--- src/rtl/serial_nibble_adder_32bit_pkg.sv ---
`default_nettype none
// ============================================================================
// Module      : serial_nibble_adder_32bit_pkg
// Description : Shared types and constants for the nibble-serial 32-bit adder.
//               FSM encoding, nibble geometry and a signed-overflow helper.
// Revision    : 1.0 - initial release
// ============================================================================
package serial_nibble_adder_32bit_pkg;

  localparam int NIBBLE_W    = 4;
  localparam int NUM_NIBBLES = 8;
  localparam int CNT_W       = 3;
  localparam int DATA_W      = NIBBLE_W * NUM_NIBBLES;

  // Last nibble index; reaching it ends the BUSY phase.
  localparam logic [CNT_W-1:0] LAST_NIBBLE = CNT_W'(NUM_NIBBLES - 1);

  typedef enum logic [1:0] {
    ST_IDLE = 2'd0,
    ST_BUSY = 2'd1,
    ST_DONE = 2'd2
  } state_t;

  // Two's-complement overflow: like-signed operands producing a result
  // whose sign differs from them.
  function automatic logic signed_ovf(input logic xs, input logic ys, input logic s_msb);
    return (xs == ys) && (s_msb != xs);
  endfunction

endpackage : serial_nibble_adder_32bit_pkg
`default_nettype wire

--- src/rtl/ripple_carry_adder_4bit.sv ---
`default_nettype none
// ============================================================================
// Module      : ripple_carry_adder_4bit
// Description : Combinational 4-bit adder built from four full adders with
//               a rippling carry chain. Used as the per-cycle nibble stage.
// Revision    : 1.0 - initial release
// ============================================================================
module ripple_carry_adder_4bit
  import serial_nibble_adder_32bit_pkg::*;
(
  input  logic [NIBBLE_W-1:0] X,
  input  logic [NIBBLE_W-1:0] Y,
  input  logic                c_in,
  output logic [NIBBLE_W-1:0] S,
  output logic                c_out
);

  // w_c[i] is the carry into bit i; w_c[NIBBLE_W] leaves the stage.
  logic [NIBBLE_W:0] w_c;

  assign w_c[0] = c_in;

  for (genvar i = 0; i < NIBBLE_W; i++) begin : g_fa
    logic w_p;
    assign w_p        = X[i] ^ Y[i];
    assign S[i]       = w_p ^ w_c[i];
    assign w_c[i + 1] = (X[i] & Y[i]) | (w_c[i] & w_p);
  end

  assign c_out = w_c[NIBBLE_W];

endmodule : ripple_carry_adder_4bit
`default_nettype wire

--- src/rtl/serial_nibble_adder_32bit.sv ---
`default_nettype none
// ============================================================================
// Module      : serial_nibble_adder_32bit
// Description : Multi-cycle 32-bit adder. Operands are taken through a
//               valid/ready handshake, summed one nibble per clock (LSB
//               nibble first) through a single 4-bit ripple stage, and the
//               sum/carry are held until the consumer accepts them.
//               Optional macro SERIAL_ADDER_OVF_EN adds the signed overflow
//               output ovf and the operand sign flops that feed it.
// Revision    : 1.0 - initial release
// ============================================================================
module serial_nibble_adder_32bit
  import serial_nibble_adder_32bit_pkg::*;
(
  input  logic              clk,
  input  logic              rst,
  input  logic              in_valid,
  output logic              in_ready,
  input  logic [DATA_W-1:0] X,
  input  logic [DATA_W-1:0] Y,
  input  logic              c_in,
  output logic              out_valid,
  input  logic              out_ready,
  output logic [DATA_W-1:0] S,
  output logic              c_out
`ifdef SERIAL_ADDER_OVF_EN
  ,
  output logic              ovf
`endif
);

  state_t             r_state;
  logic [CNT_W-1:0]   r_cnt;
  logic [DATA_W-1:0]  r_xr;
  logic [DATA_W-1:0]  r_yr;
  logic               r_cr;
  logic [DATA_W-1:0]  r_s;
  logic               r_c_out;
  logic               r_in_ready;
  logic               r_out_valid;

`ifdef SERIAL_ADDER_OVF_EN
  logic               r_xs;
  logic               r_ys;
  logic               r_ovf;
`endif

  logic [NIBBLE_W-1:0] w_nib_sum;
  logic                w_nib_c;

  // Single shared nibble stage: always looks at the low nibble of the
  // operand shift registers and the running carry.
  ripple_carry_adder_4bit u_rca (
    .X     (r_xr[NIBBLE_W-1:0]),
    .Y     (r_yr[NIBBLE_W-1:0]),
    .c_in  (r_cr),
    .S     (w_nib_sum),
    .c_out (w_nib_c)
  );

  // FSM with counter, operand shifters, carry flop and registered outputs.
  always_ff @(posedge clk or posedge rst) begin
    if (rst) begin
      r_state     <= ST_IDLE;
      r_cnt       <= '0;
      r_xr        <= '0;
      r_yr        <= '0;
      r_cr        <= 1'b0;
      r_s         <= '0;
      r_c_out     <= 1'b0;
      r_in_ready  <= 1'b1;
      r_out_valid <= 1'b0;
`ifdef SERIAL_ADDER_OVF_EN
      r_xs        <= 1'b0;
      r_ys        <= 1'b0;
      r_ovf       <= 1'b0;
`endif
    end else begin
      case (r_state)
        ST_IDLE: begin
          if (in_valid) begin
            r_xr       <= X;
            r_yr       <= Y;
            r_cr       <= c_in;
            r_cnt      <= '0;
            // Fresh result: nibbles not yet computed read as zero.
            r_s        <= '0;
            r_c_out    <= 1'b0;
            r_in_ready <= 1'b0;
            r_state    <= ST_BUSY;
`ifdef SERIAL_ADDER_OVF_EN
            r_xs       <= X[DATA_W-1];
            r_ys       <= Y[DATA_W-1];
            r_ovf      <= 1'b0;
`endif
          end
        end

        ST_BUSY: begin
          r_s[{r_cnt, 2'b00} +: NIBBLE_W] <= w_nib_sum;
          r_cr  <= w_nib_c;
          r_xr  <= r_xr >> NIBBLE_W;
          r_yr  <= r_yr >> NIBBLE_W;
          r_cnt <= r_cnt + 1'b1;
          if (r_cnt == LAST_NIBBLE) begin
            r_c_out     <= w_nib_c;
            r_out_valid <= 1'b1;
            r_state     <= ST_DONE;
`ifdef SERIAL_ADDER_OVF_EN
            // The stage sum MSB here is S[31].
            r_ovf       <= signed_ovf(r_xs, r_ys, w_nib_sum[NIBBLE_W-1]);
`endif
          end
        end

        ST_DONE: begin
          // Result handshake; new operands wait for the following IDLE cycle.
          if (out_ready) begin
            r_out_valid <= 1'b0;
            r_in_ready  <= 1'b1;
            r_cnt       <= '0;
            r_state     <= ST_IDLE;
          end
        end

        default: begin
          r_out_valid <= 1'b0;
          r_in_ready  <= 1'b1;
          r_cnt       <= '0;
          r_state     <= ST_IDLE;
        end
      endcase
    end
  end

  assign in_ready  = r_in_ready;
  assign out_valid = r_out_valid;
  assign S         = r_s;
  assign c_out     = r_c_out;
`ifdef SERIAL_ADDER_OVF_EN
  assign ovf       = r_ovf;
`endif

endmodule : serial_nibble_adder_32bit
`default_nettype wire

--- config.mk ---
export PLATFORM = sky130hd
export DESIGN_NAME = serial_nibble_adder_32bit
export DESIGN_NICKNAME = d
export VERILOG_FILES = /design/src/rtl/serial_nibble_adder_32bit_pkg.sv /design/src/rtl/ripple_carry_adder_4bit.sv /design/src/rtl/serial_nibble_adder_32bit.sv
export SDC_FILE = /design/constraint.sdc
export NUM_CORES = 1
export LEC_CHECK = 0
export BUFFER_PORTS_ARGS = -buffer_cell sky130_fd_sc_hd__buf_2
export CAP_MARGIN = 5
export CORE_ASPECT_RATIO = 1.2
export CORE_MARGIN = 4
export CORE_UTILIZATION = 55
export CTS_CLUSTER_SIZE = 20
export DETAILED_ROUTE_END_ITERATION = 8
export GPL_TIMING_DRIVEN = 0
export PLACE_DENSITY = 0.8
export SYNTH_ARGS = -nofsm -noshare
export SYNTH_HDL_FRONTEND = slang
export SYNTH_SLANG_ARGS = --single-unit
export TNS_END_PERCENT = 100
--- constraint.sdc ---
create_clock -name clk -period 3.35 [get_ports clk]
set_input_delay 0.1675 -clock clk [delete_from_list [all_inputs] [get_ports clk]]
set_output_delay 0.1675 -clock clk [all_outputs]
set_load 0.05 [all_outputs]
**Word-level counts from Yosys, hierarchy flattened**

Cells that the tools add are included.
W data, S select, Z words.

- Register bits: 105
- Latch bits: 0
- Memory bits (writable): 0
- Bits in read-only memories: 0
- Output and inout port bits: 35
- Logic and storage cells: 73
- Memories kept: 0

- $add $sub $neg: 2
- Multipliers: 0
- Div/mod/pow operators: 0
- Order comparisons: 0
- Eq/ne operators: 6
- Shift-type cells: 2
- Muxes and demuxes: 24
- Bitwise operators: 22
- Reduce and logical (&&, ||, !) cells: 8

Operators by type and width:

| cell | number |
|---|---|
| $pmux W32 S2 | 3 |
| $mux W32 | 3 |
| $bwmux W32 | 1 |
| $shift A4 B7 Y32 const A | 1 |
| $shiftx A4 B7 Y32 | 1 |
| $reduce_and A3 Y1 | 4 |
| $pmux W3 S3 | 1 |
| $and A1 B1 Y1 | 8 |
| $xor A1 B1 Y1 | 8 |
| $neg A5 Y7 | 1 |
| $mux W1 | 6 |
| $mux W2 | 3 |
| $mux W3 | 2 |
| $ne A2 B2 Y1 const B | 3 |
| $pmux W1 S3 | 2 |
| $pmux W2 S3 | 1 |
| $or A1 B1 Y1 | 4 |
| $pmux W1 S2 | 2 |
| $reduce_and A2 Y1 | 2 |
| $add A3 B1 Y3 const B | 1 |
| $eq A3 B3 Y1 const B | 1 |
| $eq A2 B1 Y1 const B | 1 |
| $eq A2 B2 Y1 const B | 1 |
| $logic_not A2 Y1 | 1 |
| other kinds (2) | 3 |

**Depth between registers and ports, before layout**

- Depth in word-level cells: 11
- Depth in mapped cells: 10

**Modules after synthesis**

From an unflattened synthesis, not the netlist that was laid out.

- Cell total of the unflattened synthesis: 552
- Area, all modules: 5360.1 um2

Modules (own cells, without submodules):

| module | instances | cells each | area an instance (um2) | seq. area each (um2) |
|---|---|---|---|---|
| serial_nibble_adder_32bit | 1 | 538 | 5242.5 | 2628.8 |
| ripple_carry_adder_4bit | 1 | 14 | 117.6 | 0.0 |

**Worst setup path after synthesis**

Ideal clock, no wire load.

- Kind: register to register
- From: register r_xr[0]
- To: register r_s[7], in the netlist S[7]
- Library setup time: 0.079 ns
- Arrival: 2.304 ns
- Required time: 3.271 ns
- Setup slack: 0.967 ns
- Stages on the path, launching flop included: 10
- Path buffers: 0
- Period minus slack after synthesis: 2.383 ns
- Cell sequence: dfrtp_1 > inv_1 > fa_1 > inv_1 > fa_1 > inv_1 > fa_1 > fa_1 > or2_2 > mux2i_1

- Cells in the longest elaborated chain, start to end: 11

RTL lines:

| element | line | RTL |
|---|---|---|
| start: declaration | serial_nibble_adder_32bit.sv:34 | `logic [DATA_W-1:0] r_xr;` |
| start signal: assignment | serial_nibble_adder_32bit.sv:102 | `r_xr <= r_xr >> NIBBLE_W;` |
| $xor A1 B1 Y1 | ripple_carry_adder_4bit.sv:25 | `assign w_p = X[i] ^ Y[i];` |
| $and A1 B1 Y1 | ripple_carry_adder_4bit.sv:27 | `assign w_c[i + 1] = (X[i] & Y[i]) \| (w_c[i] & w_p);` |
| $or A1 B1 Y1 | ripple_carry_adder_4bit.sv:27 |  |
| $and A1 B1 Y1 | ripple_carry_adder_4bit.sv:27 |  |
| $or A1 B1 Y1 | ripple_carry_adder_4bit.sv:27 |  |
| $and A1 B1 Y1 | ripple_carry_adder_4bit.sv:27 |  |
| $or A1 B1 Y1 | ripple_carry_adder_4bit.sv:27 |  |
| $xor A1 B1 Y1 | ripple_carry_adder_4bit.sv:26 | `assign S[i] = w_p ^ w_c[i];` |
| $shiftx A4 B7 Y32 (*) | serial_nibble_adder_32bit.sv:100 | `r_s[{r_cnt, 2'b00} +: NIBBLE_W] <= w_nib_sum;` |
| $bwmux W32 (*) | serial_nibble_adder_32bit.sv:100 |  |
| $pmux W32 S2 (*) | serial_nibble_adder_32bit.sv:79 | `case (r_state)` |
| end signal: indexed assignment | serial_nibble_adder_32bit.sv:100 |  |
| end: declaration | serial_nibble_adder_32bit.sv:37 | `logic [DATA_W-1:0] r_s;` |

Mark *: on every way between the ends. The rest lies on a longest branch, timed or not.
A chain may end at the register's enable or synchronous reset.

**Final worst setup path**

- From: register r_yr[0]
- To: register r_s[19], in the netlist S[19]

- Cells in the longest elaborated chain, start to end: 11

RTL lines:

| element | line | RTL |
|---|---|---|
| start: declaration | serial_nibble_adder_32bit.sv:35 | `logic [DATA_W-1:0] r_yr;` |
| start signal: assignment | serial_nibble_adder_32bit.sv:103 | `r_yr <= r_yr >> NIBBLE_W;` |
| $xor A1 B1 Y1 | ripple_carry_adder_4bit.sv:25 |  |
| $and A1 B1 Y1 | ripple_carry_adder_4bit.sv:27 |  |
| $or A1 B1 Y1 | ripple_carry_adder_4bit.sv:27 |  |
| $and A1 B1 Y1 | ripple_carry_adder_4bit.sv:27 |  |
| $or A1 B1 Y1 | ripple_carry_adder_4bit.sv:27 |  |
| $and A1 B1 Y1 | ripple_carry_adder_4bit.sv:27 |  |
| $or A1 B1 Y1 | ripple_carry_adder_4bit.sv:27 |  |
| $xor A1 B1 Y1 | ripple_carry_adder_4bit.sv:26 |  |
| $shiftx A4 B7 Y32 (*) | serial_nibble_adder_32bit.sv:100 |  |
| $bwmux W32 (*) | serial_nibble_adder_32bit.sv:100 |  |
| $pmux W32 S2 (*) | serial_nibble_adder_32bit.sv:79 |  |

Marks and branches as above.

==> qor.yml <==
global_route:
  track_usage: 0.233
  antenna_found_initial: 0
  grt_pass1_vias: 4564
  gr-total-overflow: 0
  grt_max_degree: 70
  grt_pass1_wl_mm: 21.3
synthesis:
  syn-cell-area_mm2: 0.00529
  yosys_warnings: 0
  yosysUniqueCellTypes: 38
  synth_nets: 605
  netlist_instances: 525
  synth_edf_count: 0
  async_flop_share: 1.00
  avgSynthCellArea_um2: 10.1
  synthFlopType: "dfrtp_1"
  ys_seq_area_frac: 0.497
  ys_ff_latch: 105
sta:
  tightestPinTransition_ps: 569
  fmax_ghz: 0.379
  setup_viol: 0
  maxSlewHeadroom: 0.620
  rsz0062_at_grt: "no"
  final-hold-violation-count: 0
  layout_min_cycle_time_ps: 2640
  layout_worst_path_cycle_share: 0.788
  timing.final.ws_setup_ps: 709
  slew_viol_final: 0
  skew_ps: 6.70
floorplanning:
  die_width_um: 97.5
  die_area_mm2: 0.0113
  rows: 38
  start_util: 0.573
  core_region_area_mm2: 0.00922
  die_y_um: 115
  pin_count: 104
cells_and_area:
  layout-drive-gt1-share: 0.226
  post-route-util: 0.673
  n_antenna_cell: 0
  fill_cells: 772
  design_area_mm2: 0.00621
  area_growth_pct: 17.4
  fin_nets: 721
cts:
  cts_inserted_buffers: 9
  ctsRootBufferMaster: "clkbuf_8"
  cts.clk_slew.worst_paths_ps: 100
  cts_max_path_buffers: 2
  cts.sink_count: 105
  ctsHoldBuffers: 1
  cts_max_level: 3
  postCtsSetupBuffers: 0
  cts_tree: "done"
  clock_latency_ps: 370
  post_cts_resize_count: 0
critical_path:
  path_cells: "inv_1, fa_1, inv_1, fa_1, inv_1, fa_1, fa_1, or3_1, mux2i_1"
  endpoint_kind: "flop"
  critPathSlowestCell: "fa_1"
  timing.critical_path.mode_cell: "fa_1"
  critPathMaxStageDelay_ps: 550
  worst_setup_path_start_kind: "flop"
  rrSetupSlack_ps: 710
  cp.arrival_ps: 2930
  setup.worst_path.class: "reg -> reg"
  critPathMaxFanout: 5
  required_ps: 3640
route:
  drtAntennaViolNets: 0
  drc: 0
  finalWirelength_mm: 12.7
  drtPass1Iterations: 5
  wl_per_cell_um: 16.6
  via_count: 4341
  drt_iter0_drc: 241
  viasPerCell: 5.67
run:
  cap_violations: 0
outcome:
  outcome: "finished, final reports clean"
placement:
  pre_cts_slack_ps: 771
  gp_congestion: 0.810
  io_buffers: 103
  post_dp_cell_area_mm2: 0.00598
  hpwl_mm: 9.43
pwr:
  power_density_mw_per_mm2: 919
  leakagePower_nw: 3.05
  finalPower_mw: 5.71
  vdd_drop_max_mv: 0.362
min_path:
  hold_path_class: "in -> reg"
-- logic make-up (layout without fill, tap and decap cells) --
group / count (synthesis) / after routing / synth area share
flip-flops: 105 / 105 / 0.497
AO/OA/AOI/OAI: 169 / 169 / 0.193
AND/OR/NAND/NOR: 144 / 144 / 0.158
buffers and inverters: 61 / 182 / 0.0539
multiplexers: 35 / 35 / 0.0667
adder cells (fa/ha/maj): 11 / 11 / 0.0317
-- synth_stat cells, types with 2 or more instances --
cell type	number	area (um^2)
a2bb2oi_1	7	61.3
ha_1	7	87.6
fa_1	4	80.1
a22oi_1	37	278
a22o_1	10	87.6
o21ai_0	58	290
nand2b_1	8	50.1
or3_1	4	25.0
buf_6	5	56.3
and4_4	3	33.8
nand2_1	56	210
nor3b_1	2	15.0
dfrtp_1	104	2600
or2_2	4	25.0
buf_1	3	11.3
and3b_1	20	175
buf_2	9	45.0
mux2_2	2	22.5
clkbuf_1	26	97.6
a21oi_1	52	260
nor2b_1	33	206
buf_4	2	15.0
nand4b_1	3	26.3
nor2_1	5	18.8
inv_1	16	60.1
mux2i_1	33	330
-- worst paths after layout --
check | cells after the start | start | endpoint
max in group asynchronous | 4 | rst | in_ready
worst max-delay path | 9 | r_yr[0] | S[19]
worst max register to register | 9 | r_yr[0] | S[19]
min in group asynchronous | 3 | rst | S[18]
worst min-delay path | 2 | X[31] | r_xr[31]
worst min register to register | 2 | r_xr[12] | r_xr[12]
-- layout make-up --
class	instances	area [um^2]	area share
clock inverter	3	65.1	0.0105
timing repair buffer	105	553	0.0891
sequential	105	2630	0.423
multi-input combinational	359	2370	0.383
tap	120	150	0.0242
inverter	16	62.6	0.0101
clock buffer	13	149	0.0240
buffer	45	225	0.0363
-- cells in the final DEF (no fill, tap or decap), types with 7 or more instances in the layout --
| cell type | Yosys | layout |
|---|---|---|
| ha_1 | 7 | 7 |
| dfrtp_1 | 104 | 104 |
| nand2b_1 | 8 | 8 |
| clkbuf_8 | 0 | 10 |
| buf_2 | 9 | 112 |
| a22o_1 | 10 | 10 |
| a21oi_1 | 52 | 52 |
| nor2b_1 | 33 | 33 |
| a22oi_1 | 37 | 37 |
| mux2i_1 | 33 | 33 |
| a2bb2oi_1 | 7 | 7 |
| clkbuf_1 | 26 | 29 |
| inv_1 | 16 | 15 |
| o21ai_0 | 58 | 58 |
| and3b_1 | 20 | 20 |
| nand2_1 | 56 | 56 |
-- report_power, final --
group	leakage, nW	switching (mW)	internal, mW
clock network	0.108	0.419	0.442
logic	1.53	1.79	0.996
registers	1.40	0.314	1.74
total	3.05	2.53	3.18
-- through the flow --
step | instances | hold slack (ps) | TNS, ps
global route | 766 | 9.66 | 0
detailed placement | 749 | 228 | 0
floorplan | 525 | 300 | 0
global placement | 748 | 385 | -74640
finish | 766 | 12.2 | 0
CTS | 766 | 1.17 | 0
-- registers in the layout (all words and copies together) (netlist names), 2 cells and up --
signal	flops
S	32
r_xr	32
r_yr	32
r_cnt	3
r_state	2
-- worst max-delay path, delay by kind of cell (launching register included) --
family	cells	cell delay, ps
fa+ha+maj	4	1480
buf+inv	3	220
flops	1	370
mux	1	140
simple gates	1	360
-- metal layers --
metal / global-route usage / share of wire / up-vias
li1: - / - / 2075
met1: 0.283 / 0.43 / 2108
met2: 0.411 / 0.50 / 131
met3: 0.0415 / 0.049 / 27
met4: 0.101 / 0.025 / 0
met5: 0 / 0 / -
Power figures use the tool's default switching activity.
